File: config.mk
export PLATFORM = sky130hd
export DESIGN_NAME = tt_lut_engine
export DESIGN_NICKNAME = d
export VERILOG_FILES = /design/src/rtl/tt_lut_engine.sv
export SDC_FILE = /design/constraint.sdc
export NUM_CORES = 1
export LEC_CHECK = 0
export BUFFER_PORTS_ARGS = -buffer_cell sky130_fd_sc_hd__buf_4
export CORE_ASPECT_RATIO = 0.9
export CORE_MARGIN = 3
export CORE_UTILIZATION = 35
export CTS_BUF_LIST = sky130_fd_sc_hd__clkbuf_8
export DETAILED_ROUTE_END_ITERATION = 10
export SYNTH_ARGS = -nofsm -noshare
export SYNTH_HDL_FRONTEND = slang
export SYNTH_SLANG_ARGS = --single-unit
File: constraint.sdc
create_clock -name clk -period 2.8 [get_ports clk]
set_clock_uncertainty 0.15 [all_clocks]
set_input_delay 0.14 -clock clk [delete_from_list [all_inputs] [get_ports clk]]
set_output_delay 0.14 -clock clk [all_outputs]
set_load 0.005 [all_outputs]
File: src/rtl/tt_lut_engine.sv
// tt_lut_engine: runtime-reloadable N_IN-input truth table (double-buffered serial config),
// 1-cycle eval over valid/ready plus index sweep; a single output slot holds its beat until out_ready.
module tt_lut_engine #(
  parameter int N_IN = 4,
  parameter logic [(1<<N_IN)-1:0] TT_RESET = 16'h1AC6
) (
  input  logic            clk,
  input  logic            rst,
  input  logic            in_valid,
  output logic            in_ready,
  input  logic [N_IN-1:0] in_vec,
  output logic            out_valid,
  input  logic            out_ready,
  output logic            out_bit,
  output logic [N_IN-1:0] out_idx,
  output logic            out_last,
  input  logic            cfg_valid,
  input  logic            cfg_bit,
  input  logic            cfg_commit,
  output logic            cfg_err,
  input  logic            sweep_start,
  output logic            sweep_busy,
  output logic            sweep_done,
  output logic [N_IN:0]   sweep_ones
);

  localparam int TW = 1 << N_IN;
  localparam logic [N_IN:0] CNT_TW  = (N_IN+1)'(TW);
  localparam logic [N_IN:0] CNT_MAX = (N_IN+1)'(TW + 1);
  localparam logic [0:0] S_IDLE  = 1'b0;
  localparam logic [0:0] S_SWEEP = 1'b1;

  logic [0:0]      state_q, state_d;
  logic [N_IN:0]   ptr_q, ptr_d;
  logic [N_IN:0]   ones_q, ones_d;
  logic [N_IN:0]   sweep_ones_q, sweep_ones_d;
  logic [TW-1:0]   active_q, active_d;
  logic [TW-1:0]   shadow_q, shadow_d;
  logic [TW-1:0]   pend_tab_q, pend_tab_d;
  logic            pend_vld_q, pend_vld_d;
  logic [N_IN:0]   cfg_cnt_q, cfg_cnt_d;
  logic            cfg_err_q, cfg_err_d;
  logic            out_valid_q, out_valid_d;
  logic            out_bit_q, out_bit_d;
  logic [N_IN-1:0] out_idx_q, out_idx_d;
  logic            out_last_q, out_last_d;
  logic            out_swp_q, out_swp_d;

  logic            slot_free, out_fire, eval_fire, last_fire, commit_ok;
  logic [TW-1:0]   shadow_nx;
  logic [N_IN:0]   cnt_nx;

  assign slot_free  = !out_valid_q || out_ready;
  assign out_fire   = out_valid_q && out_ready;
  assign in_ready   = !rst && (state_q == S_IDLE) && slot_free;
  assign eval_fire  = in_valid && in_ready;
  assign last_fire  = out_fire && out_last_q && (state_q == S_SWEEP);
  // A bit shifted in the commit cycle still counts toward the committed table.
  assign shadow_nx  = cfg_valid ? {shadow_q[TW-2:0], cfg_bit} : shadow_q;
  assign cnt_nx     = (cfg_valid && cfg_cnt_q != CNT_MAX) ? cfg_cnt_q + 1'b1 : cfg_cnt_q;
  assign commit_ok  = cnt_nx == CNT_TW;

  assign out_valid  = out_valid_q;
  assign out_bit    = out_bit_q;
  assign out_idx    = out_idx_q;
  assign out_last   = out_last_q;
  assign cfg_err    = cfg_err_q;
  assign sweep_busy = state_q == S_SWEEP;
  assign sweep_done = last_fire && !rst;
  assign sweep_ones = sweep_ones_q;

  always_comb begin
    state_d      = state_q;
    ptr_d        = ptr_q;
    ones_d       = ones_q;
    sweep_ones_d = sweep_ones_q;
    active_d     = active_q;
    shadow_d     = shadow_nx;
    pend_tab_d   = pend_tab_q;
    pend_vld_d   = pend_vld_q;
    cfg_cnt_d    = cnt_nx;
    cfg_err_d    = 1'b0;
    out_valid_d  = out_valid_q;
    out_bit_d    = out_bit_q;
    out_idx_d    = out_idx_q;
    out_last_d   = out_last_q;
    out_swp_d    = out_swp_q;

    if (out_fire) out_valid_d = 1'b0;
    if (out_fire && out_swp_q) ones_d = ones_q + {{N_IN{1'b0}}, out_bit_q};

    case (state_q)
      S_IDLE: begin
        if (pend_vld_q) begin
          active_d   = pend_tab_q;
          pend_vld_d = 1'b0;
        end
        if (eval_fire) begin
          out_valid_d = 1'b1;
          out_idx_d   = in_vec;
          out_bit_d   = active_q[in_vec];
          out_last_d  = 1'b0;
          out_swp_d   = 1'b0;
        end
        if (sweep_start) begin
          state_d = S_SWEEP;
          ptr_d   = '0;
          ones_d  = '0;
        end
      end
      default: begin
        if (ptr_q != CNT_TW && slot_free) begin
          out_valid_d = 1'b1;
          out_idx_d   = ptr_q[N_IN-1:0];
          out_bit_d   = active_q[ptr_q[N_IN-1:0]];
          out_last_d  = ptr_q == CNT_TW - 1'b1;
          out_swp_d   = 1'b1;
          ptr_d       = ptr_q + 1'b1;
        end
        if (last_fire) begin
          state_d      = S_IDLE;
          sweep_ones_d = ones_q + {{N_IN{1'b0}}, out_bit_q};
        end
      end
    endcase

    // Commits landing mid-sweep are parked so a sweep never mixes two tables.
    if (cfg_commit) begin
      cfg_cnt_d = '0;
      if (!commit_ok) begin
        cfg_err_d = 1'b1;
      end else if (state_q == S_IDLE) begin
        active_d   = shadow_nx;
        pend_vld_d = 1'b0;
      end else begin
        pend_vld_d = 1'b1;
        pend_tab_d = shadow_nx;
      end
    end
  end

  always_ff @(posedge clk) begin
    if (rst) begin
      state_q      <= S_IDLE;
      ptr_q        <= '0;
      ones_q       <= '0;
      sweep_ones_q <= '0;
      active_q     <= TT_RESET;
      shadow_q     <= '0;
      pend_tab_q   <= '0;
      pend_vld_q   <= 1'b0;
      cfg_cnt_q    <= '0;
      cfg_err_q    <= 1'b0;
      out_valid_q  <= 1'b0;
      out_bit_q    <= 1'b0;
      out_idx_q    <= '0;
      out_last_q   <= 1'b0;
      out_swp_q    <= 1'b0;
    end else begin
      state_q      <= state_d;
      ptr_q        <= ptr_d;
      ones_q       <= ones_d;
      sweep_ones_q <= sweep_ones_d;
      active_q     <= active_d;
      shadow_q     <= shadow_d;
      pend_tab_q   <= pend_tab_d;
      pend_vld_q   <= pend_vld_d;
      cfg_cnt_q    <= cfg_cnt_d;
      cfg_err_q    <= cfg_err_d;
      out_valid_q  <= out_valid_d;
      out_bit_q    <= out_bit_d;
      out_idx_q    <= out_idx_d;
      out_last_q   <= out_last_d;
      out_swp_q    <= out_swp_d;
    end
  end

endmodule

Word level (Yosys, flattened, before mapping)
Cells that the tools add are included.

Bits of input ports: 12. Bits in registers: 79. Output and inout port bits: 16.

Bitwise logic cells: 2. Add/subtract/negate cells: 3. Equality and inequality tests: 5. Magnitude comparators: 2. Reductions and logical operators: 21. Multiplexer cells: 40.

Operator list (count): $mux W16 (6); $mux W5 (7); $mux W1 (22); $mux W4 (3); $add A5 B1 Y5 const B (2); $logic_and A1 B1 Y1 (10); $lt A4 B5 Y1 const B (2); $ne A5 B5 Y1 const B (2); $bmux W1 S4 (2); $reduce_and A2 Y1 (3); $add A5 B1 Y5 (1); $eq A5 B4 Y1 const B (1); $eq A5 B5 Y1 const B (1); $reduce_bool A2 Y1 (2); $reduce_or A2 Y1 (2); $reduce_and A3 Y1 (1); $logic_not A1 Y1 (2); $ne A2 B1 Y1 const B (1); $not A1 Y1 (2); $logic_or A1 B1 Y1 (1).

Depth between registers and ports, before layout
Depth after elaboration: 6. Gate-level depth with buffers: 9. Depth with buffers taken out: 7.

Worst setup path after synthesis
Ideal clock, no wire load.

Path type: register -> register. From: register cfg_cnt_q[0]. To: register pend_tab_q[6]. Setup slack: 461 ps. Cell stages (with the launch flop): 9. Buffers on the path: 2. Data required time: 2516 ps. Library setup time: 134 ps. Arrival: 2055 ps. Cell sequence: dfxtp_1 > ha_1 > nand4bb_1 > a211o_1 > a2111oi_4 > and3_1 > buf_2 > buf_2 > a211oi_1.

Longest elaborated chain between the ends: 5.

Ends and longest elaborated chain: from (decl) (RTL line 41) `logic [N_IN:0] cfg_cnt_q, cfg_cnt_d;`; from (signal assigned) (RTL line 168) `cfg_cnt_q <= cfg_cnt_d;`; branches (longest 2 deep; another with $add A5 B1 Y5); $mux W5 * (RTL line 60) `assign cnt_nx = (cfg_valid && cfg_cnt_q != CNT_MAX) ? cfg_cnt_q + 1'b1 : cfg_cnt_q;`; $eq A5 B5 Y1 * (RTL line 61) `assign commit_ok = cnt_nx == CNT_TW;`; $reduce_and A3 Y1 (no line) *; to (signal assigned) (RTL line 166) `pend_tab_q <= pend_tab_d;`; to (decl) (RTL line 39) `logic [TW-1:0] pend_tab_q, pend_tab_d;`.

Every way passes the cells marked *. A chain may end at the register's enable or synchronous reset.

Worst setup path after layout
From: register cfg_cnt_q[0]. To: register active_q[3].

Longest elaborated chain between the ends: 6.

Ends and longest elaborated chain: branches (longest 2 deep; another with $add A5 B1 Y5); $mux W5 * (RTL line 60); $eq A5 B5 Y1 * (RTL line 61); $mux W16 * (RTL line 130) `if (!commit_ok) begin`; $mux W16 * (RTL line 128) `if (cfg_commit) begin`; to (signal assigned) (RTL line 164) `active_q <= active_d;`; to (decl) (RTL line 37) `logic [TW-1:0] active_q, active_d;`.

Marks and branches as above.

==> flow_summary.json <==
{
  "crit_start": "cfg_cnt_q[0]",
  "final_hold_viol_count": 0,
  "synth-main-ff-cell": "dfxtp_1",
  "seqCellArea_um2": 1580,
  "reg2reg_to": "active_q[3]",
  "cts_setup_buffers": 0,
  "holdWs_ns": 0.0195,
  "fp.dieW_um": 113,
  "firstDrtPassIters": 4,
  "ys_seq_elements": 79,
  "n_antenna_cell": 0,
  "fin_crit_ns": 2.55,
  "htreeDepth": 3,
  "yosys_warnings": 0,
  "grt_pass1_vias": 2737,
  "pre_cts_slack_ns": 0.264,
  "syn_inst": 372,
  "finalMaxSlewViolations": 0,
  "syn_to_final_growth_pct": 15.7,
  "regToRegSetupSlack_ns": 0.25,
  "maxCapViolCount": 0,
  "min_from": "in_vec[1]",
  "antenna_found_initial": 0,
  "ys_seq_area_frac": 0.435,
  "synthDistinctLibCells": 44,
  "yosys.area_share.simple": 0.126,
  "synthArstFlopShare": 0,
  "fillCellCount": 970,
  "clkSlewWorstSetupHoldPaths_ns": 0.08,
  "r2r_start": "cfg_cnt_q[0]",
  "cts.sinks": 79,
  "yosys.area_share.xor_xnor": 0.0169,
  "cts_tree": "done",
  "hp-class": "in -> reg",
  "holdPathEnd": "out_idx[1]",
  "die_area_um2": 11700,
  "cts_buffer_depth": 2,
  "fmax_mhz": 392,
  "cts-root-buf": "clkbuf_8",
  "multi_input_area_um2": 1900,
  "synth_fa_ha_area_frac": 0.0241,
  "setup_violations": 0,
  "layout.nets": 410,
  "cp_max_fo": 15,
  "grt_pass1_wl_um": 13700,
  "rows": 34,
  "ios": 28,
  "synth_compound_area_frac": 0.192,
  "rsz0062_at_grt": "no",
  "wire_per_inst_um": 15.4,
  "synth_mux_area_frac": 0.164,
  "grt.overflow.total": 0,
  "synth_edf_count": 0,
  "clk_latency_ns": 0.35,
  "gp_congestion": 0.732,
  "drt_wl_total_um": 8060,
  "start_kind": "flop",
  "syn_area_per_cell_um2": 9.78,
  "finalNonFillerCells": 522,
  "peakVddDrop_uv": 223,
  "cp.required_ns": 2.89,
  "antenna_left": 0,
  "die_h_um": 103,
  "start_util": 0.367,
  "core_um2": 9910,
  "drc_errors": 0,
  "crit_arrival_ns": 2.64,
  "p_leak_nw": 1.61,
  "p_per_area_nw_per_um2": 521,
  "path_class": "reg -> reg",
  "cts_buffers": 9,
  "relSlewSlack": 0.470,
  "vias_per_cell": 5.48,
  "end_kind": "flop",
  "syn_nets": 391,
  "synth_area_um2": 3640,
  "worst_slack_ns": 0.248,
  "dp_hpwl_um": 5400,
  "grt_usage": 0.145,
  "setup_tns_ns": 0,
  "outcome": "complete, no violations",
  "ff2ff_path_depth": 8,
  "drt-initial-drc-count": 178,
  "tightest_slew_ns": 0.795,
  "layout_worst_path_cycle_share": 0.912,
  "grt_start_max_net_pins": 77,
  "holdPathStages": 3,
  "dpl.cell_count": 502,
  "route.vias.total": 2862,
  "drive_gt1_frac": 0.199,
  "synth_top_family_by_area": "compound AO/OA/AOI/OAI gates",
  "portBuffers": 27
}
synthesized netlist by cell type, types with 6 or more instances:
cell type,instances,area [µm²]
dfxtp_1,79,1580
nor2_1,37,139
a21oi_1,30,150
mux2i_1,26,260
clkbuf_1,25,93.8
a211oi_1,20,150
a31oi_1,18,113
mux2_2,16,180
and3_1,10,62.6
a311oi_1,9,78.8
buf_2,7,35.0
ha_1,7,87.6
mux4_2,7,158
nand3_1,7,35.0
o21bai_1,7,52.6
nand2_1,6,22.5
nor3_1,6,30.0
cell families (layout without fill, tap and decap cells):
logic type / count (synthesis) / count (layout)
AO/OA/AOI/OAI: 101 / 101
AND/OR/NAND/NOR: 90 / 90
flip-flops: 79 / 79
multiplexers: 49 / 49
buffers and inverters: 39 / 63
adder cells (fa/ha/maj): 7 / 7
XOR/XNOR: 7 / 7
per-stage QoR:
step                power (mW)  utilization  area (µm²)
finish                    2.19        0.425        4210
CTS                       2.22        0.425        4210
global placement          1.34        0.400        3960
floorplan                 1.28            -        3640
detailed placement        1.34        0.400        3960
global route              2.28        0.425        4210
sequential cells by signal (all words and copies together) (netlist names):
name / count
out_bit: 1
out_valid: 1
out_swp_q: 1
cfg_err: 1
shadow_q: 16
sweep_busy: 1
ptr_q: 5
sweep_ones: 5
ones_q: 5
out_last: 1
cfg_cnt_q: 5
pend_vld_q: 1
out_idx: 4
active_q: 16
pend_tab_q: 16
worst max-delay path, cell delays in order (launching register included):
cell and delay, ns:
dfxtp_1 0.44, ha_1 0.22, nand4bb_1 0.16, a211o_1 0.36, a2111oi_4 0.36, buf_4 0.21
buf_4 0.20, a21oi_1 0.09, a311oi_1 0.27
power by group:
group          total, mW  switching [mW]  internal, mW
sequential          1.15          0.0169          1.14
clock              0.871           0.412         0.459
combinational      0.171          0.0948        0.0759
routing by layer:
metal	vias up	global-route usage	routed length, µm
met5	-	0	0
met4	0	0.0305	37
met3	4	0.0417	274
met2	46	0.222	3590
met1	1384	0.204	4150
li1	1428	-	-
worst max-delay path by stage:
stage,end,slack (ns),depth (start not counted)
final,active_q[3],0.25,8
after global routing,pend_tab_q[0],0.05,8
after CTS,active_q[3],0.23,8
after detailed placement,pend_tab_q[15],0.26,8
after global placement,pend_tab_q[0],0.40,8
after floorplan,pend_tab_q[6],0.46,8
layout make-up:
class / instances / share of cell area
Tap cell: 126 / 0.0375
Timing Repair Buffer: 43 / 0.0820
Sequential cell: 79 / 0.376
Clock inverter: 5 / 0.0134
Inverter: 4 / 0.00357
Clock buffer: 11 / 0.0360
Multi-Input combinational cell: 254 / 0.452
repair_timing:
item	in CTS	in global routing
gates resized for setup	0	0
hold endpoints to repair	4	0
hold buffers	4	0
layout by cell type (no fill, tap or decap), types with 3 or more instances in the layout:
master | synthesis | final
dfxtp_1 | 79 | 79
buf_4 | 0 | 38
nor2_1 | 37 | 37
a21oi_1 | 30 | 30
mux2i_1 | 26 | 26
a211oi_1 | 20 | 20
a31oi_1 | 18 | 18
mux2_2 | 16 | 16
clkbuf_8 | 0 | 11
and3_1 | 10 | 10
a311oi_1 | 9 | 9
o21bai_1 | 7 | 7
nand3_1 | 7 | 7
mux4_2 | 7 | 7
ha_1 | 7 | 7
nor3_1 | 6 | 6
nand2_1 | 6 | 6
xor2_1 | 5 | 5
nor3b_1 | 5 | 5
inv_1 | 4 | 4
nand2b_1 | 4 | 4
nand4_1 | 4 | 4
dlygate4sd3_1 | 0 | 4
nor2b_1 | 3 | 3
o21ai_0 | 3 | 3
a22oi_1 | 3 | 3
Power figures use the tool's default switching activity.
